## src/rtl/cdb_arbiter.sv

```systemverilog
// cdb_arbiter: common data bus arbiter for the Tomasulo functional units.
//
// Each cycle one eligible requester (Mem=0, Add=1, Mul=2, spare=3) wins the
// CDB. Its label and data are registered onto BClabel/BCdata with BCEN high,
// and the winner receives a one-cycle BreqAC pulse. When nobody is eligible
// the bus reads zero.
//
// Configuration macro: CDB_ROUND_ROBIN_EN
//   defined   -> round-robin winner selection starting at rr_ptr
//   undefined -> fixed priority, lowest index (Mem) wins
//
// Ports:
//   clk        rising-edge clock
//   nRST       synchronous active-low reset
//   Breq       per-unit broadcast request (level)
//   req_label  flat labels, slot i at [i*LW +: LW]; label 0 is illegal
//   req_data   flat data,   slot i at [i*DW +: DW]
//   BreqAC     registered one-hot grant, one cycle per grant
//   BCEN       registered CDB valid
//   BClabel    registered broadcast tag
//   BCdata     registered broadcast value
//   bad_label  sticky flag: a request was seen with label 0

module cdb_arbiter #(
  parameter int NREQ = 4,
  parameter int DW   = 32,
  parameter int LW   = 5
) (
  input  logic                 clk,
  input  logic                 nRST,
  input  logic [NREQ-1:0]      Breq,
  input  logic [NREQ*LW-1:0]   req_label,
  input  logic [NREQ*DW-1:0]   req_data,
  output logic [NREQ-1:0]      BreqAC,
  output logic                 BCEN,
  output logic [LW-1:0]        BClabel,
  output logic [DW-1:0]        BCdata,
  output logic                 bad_label
);

  localparam int PW = (NREQ > 1) ? $clog2(NREQ) : 1;

  typedef enum logic {IDLE, BCAST} state_t;

  state_t            state, next_state;
  logic [NREQ-1:0]   elig;
  logic              any_elig;
  logic              any_bad;
  logic [PW-1:0]     win;
  logic [NREQ-1:0]   next_ac;
  logic [LW-1:0]     next_label;
  logic [DW-1:0]     next_data;

  // A unit acked last cycle still holds Breq while it sees the ack, so it is
  // masked out to avoid granting the same result twice.
  always_comb begin
    elig    = '0;
    any_bad = 1'b0;
    for (int i = 0; i < NREQ; i++) begin
      elig[i] = Breq[i] && (req_label[i*LW +: LW] != '0) && !BreqAC[i];
      if (Breq[i] && (req_label[i*LW +: LW] == '0))
        any_bad = 1'b1;
    end
  end

  assign any_elig = |elig;

`ifdef CDB_ROUND_ROBIN_EN
  logic [PW-1:0] rr_ptr;

  // Scan from the farthest slot back towards rr_ptr so the last hit is the
  // first eligible index at or after rr_ptr (with wrap).
  always_comb begin
    win = '0;
    for (int k = NREQ-1; k >= 0; k--) begin
      if (elig[(int'(rr_ptr) + k) % NREQ])
        win = PW'((int'(rr_ptr) + k) % NREQ);
    end
  end

  always_ff @(posedge clk) begin
    if (!nRST)
      rr_ptr <= '0;
    else if (any_elig)
      rr_ptr <= (int'(win) == NREQ-1) ? '0 : PW'(win + 1'b1);
  end
`else
  // Fixed priority: descending scan leaves the lowest eligible index.
  always_comb begin
    win = '0;
    for (int k = NREQ-1; k >= 0; k--) begin
      if (elig[k])
        win = PW'(k);
    end
  end
`endif

  // State register, plus the registered bus outputs that follow it.
  always_ff @(posedge clk) begin
    if (!nRST) begin
      state     <= IDLE;
      BreqAC    <= '0;
      BClabel   <= '0;
      BCdata    <= '0;
      bad_label <= 1'b0;
    end else begin
      state     <= next_state;
      BreqAC    <= next_ac;
      BClabel   <= next_label;
      BCdata    <= next_data;
      bad_label <= bad_label | any_bad;
    end
  end

  always_comb begin
    next_state = state;
    case (state)
      IDLE:    next_state = any_elig ? BCAST : IDLE;
      BCAST:   next_state = any_elig ? BCAST : IDLE;
      default: next_state = IDLE;
    endcase
  end

  // Next bus contents; everything is zero when no one is eligible.
  always_comb begin
    next_ac    = '0;
    next_label = '0;
    next_data  = '0;
    for (int i = 0; i < NREQ; i++) begin
      if (any_elig && (win == PW'(i))) begin
        next_ac[i] = 1'b1;
        next_label = req_label[i*LW +: LW];
        next_data  = req_data[i*DW +: DW];
      end
    end
  end

  assign BCEN = (state == BCAST);

endmodule

```

## config.mk

```make
export PLATFORM = sky130hd
export DESIGN_NAME = cdb_arbiter
export DESIGN_NICKNAME = d
export VERILOG_FILES = /design/src/rtl/cdb_arbiter.sv
export SDC_FILE = /design/constraint.sdc
export NUM_CORES = 1
export LEC_CHECK = 0
export ABC_AREA = 1
export BUFFER_PORTS_ARGS = -buffer_cell sky130_fd_sc_hd__buf_2
export CAP_MARGIN = 20
export CORE_ASPECT_RATIO = 0.75
export CORE_MARGIN = 5
export CORE_UTILIZATION = 41
export DETAILED_ROUTE_END_ITERATION = 16
export HOLD_SLACK_MARGIN = 0.15
export PLACE_DENSITY_LB_ADDON = 0.05
export SYNTH_ARGS = -nofsm -noshare
export SYNTH_HDL_FRONTEND = slang
export SYNTH_SLANG_ARGS = --single-unit
```

## constraint.sdc

```tcl
create_clock -name clk -period 3.36 [get_ports clk]
set_clock_uncertainty 0.2 [all_clocks]
set_input_delay 0.336 -clock clk [delete_from_list [all_inputs] [get_ports clk]]
set_output_delay 0.336 -clock clk [all_outputs]
set_load 0.03 [all_outputs]
```

==> flow_summary.yaml, run 1 <==
floorplan:
  ios: 197
  dieArea_um2: 7280
  num_rows: 23
  die_x_um: 96.9
  die_h_um: 75.2
  fp.coreArea_um2: 5410
  initial_utilization: 0.429
timing:
  fmax_mhz: 344
  slew_violations: 0
  rsz0062_at_grt: "no"
  post-route-period-util: 0.865
  finalSetupViolations: 0
  finalCriticalPeriod_ns: 2.91
  finalHoldViolations: 0
  worstMarginPinSlew_ns: 0.855
  maxSlewHeadroom: 0.428
  tns_ns: 0
clocking:
  clock_sinks: 43
  clk_pin_slew_ns: 0.09
  clockRootBuffer: "clkbuf_8"
  htreeDepth: 2
  post_cts_buffers: 0
  cts_tree: "done"
  clock_path_buffers: 2
  clk_latency_ns: 0.29
  cts_inserted_buffers: 5
place:
  place_area_um2: 3300
  finalWeightedCongestion: 0.909
  hpwl_mm: 6.72
  portBuffers: 196
global_routing:
  grt_usage: 0.262
  gr-total-overflow: 0
  first_global_vias: 3347
  grt_antenna_before_repair: 0
  grt_max_degree: 38
  grt_pass1_wl_mm: 15.5
detailed_routing:
  vias_per_cell: 4.77
  wl_per_cell_um: 13.8
  drc: 0
  vias: 3362
  final_antenna_net_count: 0
  wirelength_mm: 9.71
  drt_iter0_drc: 126
  drtPass1Iterations: 4
yosys:
  yosys.area_share.xor_xnor: 0
  synth_compound_area_frac: 0.00755
  synth_area_leader_cell: "dfxtp_1"
  synth_cell_type_count: 21
  synthCells: 380
  synth_edf_count: 0
  synth_area_leaders: "dfxtp_1 (37%), nand2_1 (32%), nand3_1 (15%)"
  async_reset_ff_frac: 0
  synth_fp_nets: 534
  yosysMostFrequentCell: "nand2_1"
  avgSynthCellArea_um2: 6.11
  synth_top_area_frac: 0.371
  syn_area_um2: 2320
  synth_common_cells: "nand2_1 (199), nand3_1 (68), dfxtp_1 (43)"
  yosys_warnings: 0
  ys_seq_area_frac: 0.371
  synth_seq_cells: 43
  synthAdderAreaFrac: 0
  yosys-mux-area-fraction: 0
  synth_top_family_by_area: "simple AND/OR/NAND/NOR gates"
  synthSimpleGateAreaFrac: 0.532
  synthFlopType: "dfxtp_1"
setup_path:
  start_kind: "input port"
  critPathMaxFanout: 14
  crit_arrival_ns: 2.94
  critical_path_class: "input port to flop"
  required_ns: 3.40
  endpoint_kind: "flop"
final_layout:
  drive_gt1_frac: 0.338
  fill_cells: 457
  antenna_cells: 0
  design_area_um2: 4070
  seqCellArea_um2: 861
  nets: 783
  synthToLayoutAreaGrowth_pct: 75.3
  multi_input_area_um2: 1260
job:
  max-cap-violations: 0
pwr:
  leakage_uw: 0.00236
  power.density_nw_per_um2: 375
  ir_drop_mv: 0.236
outcome:
  outcome: "finished clean"
min_path:
  min_path_type: "input port to flop"
## routing by layer
layer | global-route usage | share of wire | vias to the layer above
met1 | 0.310 | 0.39 | 1485
met4 | 0.0685 | 0.013 | 0
met5 | 0 | 0 | -
li1 | - | - | 1676
met2 | 0.465 | 0.49 | 187
met3 | 0.0917 | 0.10 | 14
## power by group
part | leakage, uW | switching [uW] | internal, uW
Clock | 0.0000654 | 180 | 297
Combinational | 0.00194 | 271 | 210
Sequential | 0.000356 | 11.5 | 554
## flip-flops by register name, summed over array words and instances (netlist names)
name / cells
BCEN: 1
BCdata: 32
BClabel: 5
BreqAC: 4
bad_label: 1
## final timing paths
check,startpoint,endpoint,slack (ns),cells past startpoint
min reg2reg,bad_label,bad_label,0.35,2
max reg2reg,BreqAC[0],BCdata[19],0.72,9
min,req_data[73],BCdata[9],0.17,5
max,req_label[15],BCdata[14],0.45,10
## critical path: stages
cell and delay (ns):
dlygate4sd3_1 0.53, buf_2 0.13, nor3_1 0.28, nand2_1 0.10, nand3b_1 0.20, nor2_1 0.09, nor2_2 0.49, nand3_1 0.15
nand2_1 0.09, dlygate4sd3_1 0.54
## what timing repair did
item / in CTS / in global routing
endpoints found under the hold margin: 37 / 0
gates resized for setup: 0 / 0
hold buffers: 63 / 0
## per-stage QoR
stage / instances / hold WS [ns] / total power (uW) / utilization / setup slack, ns
after global routing: 705 / 0.166 / 1610 / 0.752 / 0.264
after floorplan: 380 / 0.239 / 818 / - / 1.69
after global placement: 634 / 0.327 / 975 / 0.611 / 1.12
after detailed placement: 634 / 0.329 / 979 / 0.611 / 1.05
final: 705 / 0.168 / 1520 / 0.752 / 0.453
after CTS: 705 / 0.153 / 1530 / 0.752 / 0.520
## cell usage in the layout (no fill, tap or decap), drive strengths merged
cell type | Yosys | routed
dlygate4sd3 | 0 | 63
nor2 | 18 | 18
inv | 24 | 24
a31oi | 1 | 1
bufinv | 0 | 2
clkbuf | 4 | 6
nand2 | 201 | 201
o22ai | 1 | 1
a21oi | 1 | 1
nand3 | 69 | 69
nor3 | 3 | 3
dfxtp | 43 | 43
nand3b | 1 | 1
buf | 14 | 197
## cell type report
class                      count  share of cell area
timing repair buffer         260               0.401
clock buffer                   6              0.0178
multi-input combinational    295               0.309
tap                           75              0.0231
clock inverter                 2              0.0148
inverter                      24              0.0221
sequential                    43               0.212
## cells by family after synthesis
family,after synthesis
simple gates,292
flops,43
buf+inv,42
compound gates,3
(Power assumes the default switching activity.)
==> run 2, diff against run 1 <==
- CORE_MARGIN: 5 -> not set
- SLEW_MARGIN: not set -> 20
==> flow_summary.yaml, run 2 (synthesized netlist as in run 1, its figures left out) <==
outcome:
  outcome: "finished clean"
global_routing:
  grt_usage: 0.289
  grt_antenna_before_repair: 0
  grt_max_degree: 38
  gr-total-overflow: 0
  first_global_vias: 2952
  grt_pass1_wl_mm: 13.2
place:
  portBuffers: 196
  finalWeightedCongestion: 0.862
  place_area_um2: 3290
  hpwl_mm: 5.95
  pre_cts_slack_ns: 0.969
detailed_routing:
  drtPass1Iterations: 4
  wirelength_mm: 8.83
  final_antenna_net_count: 0
  drt_iter0_drc: 147
  vias_per_cell: 4.75
  vias: 3348
  wl_per_cell_um: 12.5
  drc: 0
final_layout:
  antenna_cells: 0
  largest_reg_flops: 32
  design_area_um2: 4020
  final_cell_mix: "nand2_1 (199), buf_2 (196), nand3_1 (68)"
  largest_register: "BCdata"
  nets: 784
  drive_gt1_frac: 0.338
  fin_util: 0.743
  reg_top3: "BCdata (32), BClabel (5), BreqAC (4)"
  synthToLayoutAreaGrowth_pct: 73.2
  final_common_cell: "nand2_1"
timing:
  fmax_mhz: 338
  finalSetupViolations: 0
  tns_ns: 0
  rsz0062_at_grt: "no"
  slew_violations: 0
  maxSlewHeadroom: 0.428
  worstMarginPinSlew_ns: 0.856
  setup_ws_ns: 0.405
  finalHoldViolations: 0
  post-route-period-util: 0.880
  finalCriticalPeriod_ns: 2.96
setup_path:
  critical_path_class: "input port to flop"
  critPathMaxFanout: 14
  endpoint_kind: "flop"
  required_ns: 3.40
  start_kind: "input port"
  crit_arrival_ns: 2.99
clocking:
  clock_sinks: 43
  post_cts_buffers: 0
  cts_tree: "done"
  clk_pin_slew_ns: 0.09
  cts_resized: 0
  htreeDepth: 2
  clock_path_buffers: 2
  clockRootBuffer: "clkbuf_8"
  postCtsHoldBufs: 64
  clk_latency_ns: 0.29
  cts_inserted_buffers: 5
pwr:
  internal_power_uw: 926
  p_comb_frac: 0.348
  leakage_uw: 0.00235
  power.density_nw_per_um2: 344
  ir_drop_mv: 0.235
  seqPwrFrac: 0.408
  clkPwrFrac: 0.244
  switchingPower_uw: 457
  switching_share: 0.330
floorplan:
  num_rows: 23
  dieArea_um2: 5970
  ios: 197
  fp.coreArea_um2: 5410
  die_x_um: 88.9
  die_h_um: 67.2
  initial_utilization: 0.429
min_path:
  min_path_type: "input port to flop"
job:
  max-cap-violations: 0
[run 2: cell types whose count changed in the layout (fill, tap and decap cells not counted)]
cell and delta:
clkbuf_1 -1, buf_12 -1, clkbuf_8 +1, bufinv_16 -2
buf_4 +1, dlygate4sd3_1 +1, clkinv_2 +1
[run 2: path summary, 6_finish.rpt]
kind	start	endpoint	slack (ns)	depth (start not counted)
setup / recovery	req_label[15]	BCdata[10]	0.40	10
hold / removal	req_data[67]	BCdata[3]	0.16	5
setup reg to reg	BreqAC[0]	BCdata[5]	0.68	8
hold reg to reg	bad_label	bad_label	0.34	2
[run 2: stage by stage]
step                      std cells  total power [uW]  hold WS (ns)
after global routing            705              1460         0.179
after global placement          634               974         0.316
final                           705              1380         0.158
after detailed placement        634               977         0.331
after CTS                       705              1390         0.156
after floorplan                 380               818         0.239
[run 2: worst max-delay path, stage by stage]
cell,delay (ns)
dlygate4sd3_1,0.53
buf_2,0.13
nor3_1,0.28
nand2_1,0.08
nand3b_1,0.21
nor2_1,0.09
nor2_2,0.51
nand3_1,0.16
nand2_1,0.11
dlygate4sd3_1,0.55
[run 2: area by class of cell]
class | instances | area (um^2)
Clock buffer | 6 | 82.6
Clock inverter | 1 | 5.00
Fill cell | 471 | 1390
Inverter | 24 | 90.1
Multi-Input combinational cell | 295 | 1260
Sequential cell | 43 | 861
Tap cell | 75 | 93.8
Timing Repair Buffer | 261 | 1630
[run 2: per-layer routing]
layer / global-route usage / routed length (um) / up-vias
met4: 0.0927 / 151 / 0
met1: 0.340 / 3530 / 1500
met3: 0.0758 / 770 / 19
li1: - / - / 1676
met2: 0.514 / 4370 / 153
met5: 0 / 0 / -
[run 2: power groups by stage]
stage | logic (uW) | registers, uW | clock network [uW]
6_report | 481 | 564 | 337
5_1_grt | 525 | 569 | 369
4_1_cts | 476 | 564 | 348
3_5_place_dp | 401 | 575 | 0
3_3_place_gp | 398 | 576 | 0
2_1_floorplan | 148 | 670 | 0
